`src/rtl/parity_pkg.sv`:
```
// parity_pkg: shared defaults, FSM state encoding and odd-parity mask for the parity appender.
package parity_pkg;
  localparam int DATA_W_DEF = 8;
  localparam int CNT_W_DEF  = 16;
  localparam logic [63:0] ODD_MASK = '1;
  typedef enum logic [1:0] {IDLE, PASS, TRAIL} state_e;
endpackage

```
`src/rtl/axis_skid_buffer.sv`:
```
// axis_skid_buffer: 2-entry AXI-Stream skid buffer; s_ready_o is a flop so no m->s ready path exists.
module axis_skid_buffer #(
  parameter int W = 8
) (
  input  logic         clk_i,
  input  logic         rst_i,
  input  logic         s_valid_i,
  input  logic [W-1:0] s_data_i,
  output logic         s_ready_o,
  output logic         m_valid_o,
  output logic [W-1:0] m_data_o,
  input  logic         m_ready_i
);
  logic         out_valid_q, out_valid_d, skid_valid_q, skid_valid_d, ready_q, s_hs;
  logic [W-1:0] out_data_q, out_data_d, skid_data_q, skid_data_d;
  assign s_hs      = s_valid_i & ready_q;
  assign s_ready_o = ready_q;
  assign m_valid_o = out_valid_q;
  assign m_data_o  = out_data_q;
  always_comb begin
    out_valid_d  = out_valid_q;
    out_data_d   = out_data_q;
    skid_valid_d = skid_valid_q;
    skid_data_d  = skid_data_q;
    // When the output slot frees, the skid entry is older than any new beat and goes first.
    if (!out_valid_q || m_ready_i) begin
      out_valid_d  = skid_valid_q | s_hs;
      out_data_d   = skid_valid_q ? skid_data_q : (s_hs ? s_data_i : out_data_q);
      skid_valid_d = 1'b0;
    end else if (s_hs) begin
      skid_valid_d = 1'b1;
      skid_data_d  = s_data_i;
    end
  end
  always_ff @(posedge clk_i or posedge rst_i) begin
    if (rst_i) begin
      out_valid_q  <= 1'b0;
      out_data_q   <= '0;
      skid_valid_q <= 1'b0;
      skid_data_q  <= '0;
      ready_q      <= 1'b0;
    end else begin
      out_valid_q  <= out_valid_d;
      out_data_q   <= out_data_d;
      skid_valid_q <= skid_valid_d;
      skid_data_q  <= skid_data_d;
      ready_q      <= ~skid_valid_d;
    end
  end
endmodule

```
`src/rtl/parity_appender.sv`:
```
// parity_appender: AXI-Stream pass-through that appends an XOR parity trailer beat to every packet.
module parity_appender
  import parity_pkg::*;
#(
  parameter int DATA_W     = DATA_W_DEF,
  parameter int ODD_PARITY = 0,
  parameter int CNT_W      = CNT_W_DEF
) (
  input  logic              in_clock,
  input  logic              axis_areset,
  input  logic              axis_s_tvalid,
  input  logic [DATA_W-1:0] axis_s_tdata,
  output logic              axis_s_tready,
  input  logic              axis_s_tlast,
  output logic              axis_m_tvalid,
  output logic [DATA_W-1:0] axis_m_tdata,
  input  logic              axis_m_tready,
  output logic              axis_m_tlast,
  output logic [CNT_W-1:0]  pkt_count
);
  localparam logic [DATA_W-1:0] MASK = (ODD_PARITY != 0) ? ODD_MASK[DATA_W-1:0] : '0;
  state_e            state_q, state_d;
  logic [DATA_W-1:0] acc_q, acc_d, buf_data;
  logic [CNT_W-1:0]  cnt_q, cnt_d;
  logic              buf_valid, buf_ready, in_trail, trail_sel, s_hs, t_hs;
  axis_skid_buffer #(.W(DATA_W)) u_skid (
    .clk_i     (in_clock),
    .rst_i     (axis_areset),
    .s_valid_i (axis_s_tvalid & ~in_trail),
    .s_data_i  (axis_s_tdata),
    .s_ready_o (buf_ready),
    .m_valid_o (buf_valid),
    .m_data_o  (buf_data),
    .m_ready_i (axis_m_tready)
  );
  assign in_trail      = state_q == TRAIL;
  assign axis_s_tready = buf_ready & ~in_trail;
  assign s_hs          = axis_s_tvalid & axis_s_tready;
  // The trailer waits until the last payload beat has drained from the skid buffer.
  assign trail_sel     = in_trail & ~buf_valid;
  assign t_hs          = trail_sel & axis_m_tready;
  assign axis_m_tvalid = buf_valid | trail_sel;
  assign axis_m_tdata  = trail_sel ? acc_q ^ MASK : buf_data;
  assign axis_m_tlast  = trail_sel;
  assign pkt_count     = cnt_q;
  always_comb begin
    state_d = in_trail ? (t_hs ? IDLE : TRAIL) : (s_hs ? (axis_s_tlast ? TRAIL : PASS) : state_q);
    acc_d   = t_hs ? '0 : (s_hs ? acc_q ^ axis_s_tdata : acc_q);
    cnt_d   = t_hs ? cnt_q + CNT_W'(1) : cnt_q;
  end
  always_ff @(posedge in_clock or posedge axis_areset) begin
    if (axis_areset) begin
      state_q <= IDLE;
      acc_q   <= '0;
      cnt_q   <= '0;
    end else begin
      state_q <= state_d;
      acc_q   <= acc_d;
      cnt_q   <= cnt_d;
    end
  end
endmodule
```
`config.mk`:
```
export PLATFORM = sky130hd
export DESIGN_NAME = parity_appender
export DESIGN_NICKNAME = d
export VERILOG_FILES = /design/src/rtl/parity_pkg.sv /design/src/rtl/axis_skid_buffer.sv /design/src/rtl/parity_appender.sv
export SDC_FILE = /design/constraint.sdc
export NUM_CORES = 1
export LEC_CHECK = 0
export CELL_PAD_IN_SITES_DETAIL_PLACEMENT = 0
export CELL_PAD_IN_SITES_GLOBAL_PLACEMENT = 1
export CORE_UTILIZATION = 40
export CTS_CLUSTER_DIAMETER = 40
export DETAILED_ROUTE_END_ITERATION = 6
export GPL_TIMING_DRIVEN = 0
export PLACE_DENSITY = 0.84
export SLEW_MARGIN = 20
export SYNTH_ARGS = -nofsm -noshare
export SYNTH_HDL_FRONTEND = slang
export SYNTH_SLANG_ARGS = --single-unit
```
`constraint.sdc`:
```
create_clock -name in_clock -period 3.7 [get_ports in_clock]
set_input_delay 0.925 -clock in_clock [delete_from_list [all_inputs] [get_ports in_clock]]
set_output_delay 0.925 -clock in_clock [all_outputs]
set_load 0.02 [all_outputs]
```
==> impl_metrics.env <==
export IMPL_status="finished clean"
export IMPL_h_tree_depth=2
export IMPL_routedWlPerCell_microns=13.9
export IMPL_ys_seq_elements=45
export IMPL_synth_ff_type="dfrtp_1"
export IMPL_areaGrowthSynthToFinish_pct=28.5
export IMPL_drt_wl_total_mm=4.10
export IMPL_relSlewSlack_pct=65.1
export IMPL_die_h_microns=73.4
export IMPL_drv_slew=0
export IMPL_stdcell_count=295
export IMPL_clockRootBuffer="clkbuf_8"
export IMPL_pre_cts_ws_ps=790
export IMPL_ir_drop_mv=0.274
export IMPL_grt_pass1_vias=1368
export IMPL_use_met3_pct=3.43
export IMPL_drc_errors=0
export IMPL_io_buffers=39
export IMPL_cts_setup_buffers=0
export IMPL_cp_slowest_cell="clkdlybuf4s50_1"
export IMPL_grt_max_degree=35
export IMPL_drt_iter0_drc=81
export IMPL_clock_skew_ps=5.23
export IMPL_cts_resized=0
export IMPL_r2r_start="u_skid.s_ready_o$_DFF_PP0_"
export IMPL_row_count=25
export IMPL_dieArea_sq_mm=0.00538
export IMPL_yosysMostFrequentCell="dfrtp_1"
export IMPL_rsz0062_at_grt="no"
export IMPL_criticalPathCategory="reg -> out"
export IMPL_drv_cap=0
export IMPL_start_util_pct=42.3
export IMPL_cp_arrival_ps=2300
export IMPL_hold_path_class="reg -> reg"
export IMPL_fin_ws_ps=475
export IMPL_vias_per_cell=5.01
export IMPL_final_util_pct=54.4
export IMPL_cts_buffers_inserted=5
export IMPL_synthTopCellsByArea="dfrtp_1, mux2_2, xor2_1"
export IMPL_r2r_end="u_skid.skid_data_q[6]$_DFFE_PP0P_"
export IMPL_regToRegSetupSlack_ps=1980
export IMPL_met2_usage_pct=23.8
export IMPL_cts_hold_repair_buffers=0
export IMPL_p_leak_nw=1.15
export IMPL_dp_hpwl_mm=2.85
export IMPL_syn_inst=181
export IMPL_io_pins=40
export IMPL_nFillCells=469
export IMPL_cts_clk_slew_worst_paths_ps=80
export IMPL_hold_end="pkt_count[15]$_DFFE_PP0P_"
export IMPL_yosysTopAreaCellShare_pct=55.2
export IMPL_gp_congestion=0.719
export IMPL_worstRegToRegCells=5
export IMPL_worst_pin_slew_ps=523
export IMPL_critPathMaxStageDelay_ps=540
export IMPL_dpl_cell_count=288
export IMPL_finalNetCount=242
export IMPL_hold_depth=1
export IMPL_finalCriticalPeriod_ps=3220
export IMPL_syn_area_per_cell_sq_um=11.3
export IMPL_yosysWarnings=0
export IMPL_drive_gt1_share_pct=14.9
export IMPL_grt_pass1_wl_mm=6.76
export IMPL_max_freq_mhz=310
export IMPL_synth_common_cells="dfrtp_1, mux2_2, xor2_1, nor2_1, o22ai_1"
export IMPL_synthArstFlopShare_pct=100
export IMPL_antennaDiodeCount=0
export IMPL_clkSinkCount=45
export IMPL_vias=1478
export IMPL_synth_edf_count=0
export IMPL_path_cells="nand2b_1, nor2_2, mux2_2, clkdlybuf4s50_1"
export IMPL_p_per_area_mw_per_mm2=655
export IMPL_report_final_setup_viol=0
export IMPL_synth_yosys_seq_area_share_pct=55.2
export IMPL_setup_tns_ps=0
export IMPL_ys_types=26
export IMPL_grt_use_met1_pct=25.2
export IMPL_critPathMaxFanout=9
export IMPL_period_share_pct=87.2
export IMPL_drtPass1Iterations=4
export IMPL_cp_start_kind="flip-flop"
export IMPL_gr_total_overflow=0
export IMPL_hold_viol_final=0
export IMPL_clock_path_buffers=2
export IMPL_final_antenna_net_count=0
export IMPL_cp_end_kind="output pin"
export IMPL_gr_max_usage_layer="met1"
export IMPL_cts_tree="built"
export IMPL_grt_total_usage_pct=17.0
export IMPL_antenna_found_initial=0
export IMPL_core_sq_mm=0.00482
export IMPL_crit_required_ps=2770
export IMPL_insertion_delay_ps=290
export IMPL_die_w_microns=73.4
export IMPL_synth_area_sq_mm=0.00204
export IMPL_yosys_area_top_type="dfrtp_1"
export IMPL_syn_num_nets=195
export IMPL_min_from="pkt_count[15]$_DFFE_PP0P_"
-- final cells by class --
class,instances,area (sq um),share of cell area [%]
multi-input cells,126,865,33.0
plain buffers,7,36.3,1.39
flip-flops and latches,45,1130,43.0
repair buffers,40,410,15.7
well taps,67,83.8,3.20
inverters,3,11.3,0.430
clock buffers,7,86.3,3.30
-- critical path: cells and delay by family, from the launching register on --
family / cells / cell delay (ps)
muxes: 1 / 400
and+or+nand+nor: 2 / 660
DFF: 1 / 400
buffers and inverters: 1 / 540
-- where the power goes --
part | switching, mW | internal, mW | total [mW] | leakage [nW]
Combinational | 0.303 | 0.338 | 0.641 | 0.549
Sequential | 0.113 | 0.657 | 0.770 | 0.556
Clock | 0.157 | 0.148 | 0.305 | 0.0443
-- cell families (layout without fill, tap and decap cells) --
kind of cell / Yosys count / after routing / share of synthesized area (%)
AO/OA/AOI/OAI: 25 / 25 / 7.37
XOR/XNOR: 23 / 23 / 9.88
adder cells (fa/ha/maj): 1 / 1 / 0.614
buffers and inverters: 10 / 57 / 2.33
flip-flops: 45 / 45 / 55.2
multiplexers: 17 / 17 / 9.39
AND/OR/NAND/NOR: 60 / 60 / 15.2
-- metal layers --
metal / vias to the layer above / part of all wire [%]
li1: 728 / -
met2: 25 / 44
met5: - / 0
met4: 0 / 2.1
met3: 6 / 3.3
met1: 719 / 51
-- flip-flops by register name (all words and copies together) (netlist names) --
register	cells
u_skid.skid_data_q	8
u_skid.m_data_o	8
u_skid.s_ready_o	1
acc_q	8
pkt_count	16
u_skid.skid_valid_q	1
u_skid.m_valid_o	1
state_q	2
-- placed cells by master, fill, tap and decap left out, drive strengths merged --
cell type,instances
a21oi,7
a22o,2
and2,3
and3,5
and4,3
buf,7
clkbuf,8
clkdlybuf4s50,39
dfrtp,45
ha,1
inv,3
mux2,17
nand2,11
nand2b,3
nand3,11
nand4,5
nor2,16
nor3,1
nor4bb,1
o21a,1
o21ai,3
o22ai,12
or2,1
xnor2,7
xor2,16
-- worst max-delay path by stage --
stage | from | end | slack [ps] | cells past startpoint
2_1_floorplan | state_q[0]$_DFFE_PP0P_ | axis_m_tdata[0] | 1360 | 3
3_3_place_gp | state_q[0]$_DFFE_PP0P_ | axis_m_tdata[4] | 790 | 4
3_5_place_dp | state_q[0]$_DFFE_PP0P_ | axis_m_tdata[4] | 790 | 4
4_1_cts | state_q[0]$_DFFE_PP0P_ | axis_m_tdata[4] | 450 | 4
5_1_grt | state_q[0]$_DFFE_PP0P_ | axis_m_tdata[4] | 340 | 4
6_report | state_q[0]$_DFFE_PP0P_ | axis_m_tdata[4] | 480 | 4
-- per-stage QoR --
stage               hold slack, ps  instance area, sq um  power, mW
floorplan                      469                  2040       1.18
global placement               461                  2510       1.41
detailed placement             478                  2530       1.43
CTS                            489                  2620       1.74
global route                   507                  2620       1.83
finish                         480                  2620       1.72
Power figures use the tool's default switching activity.
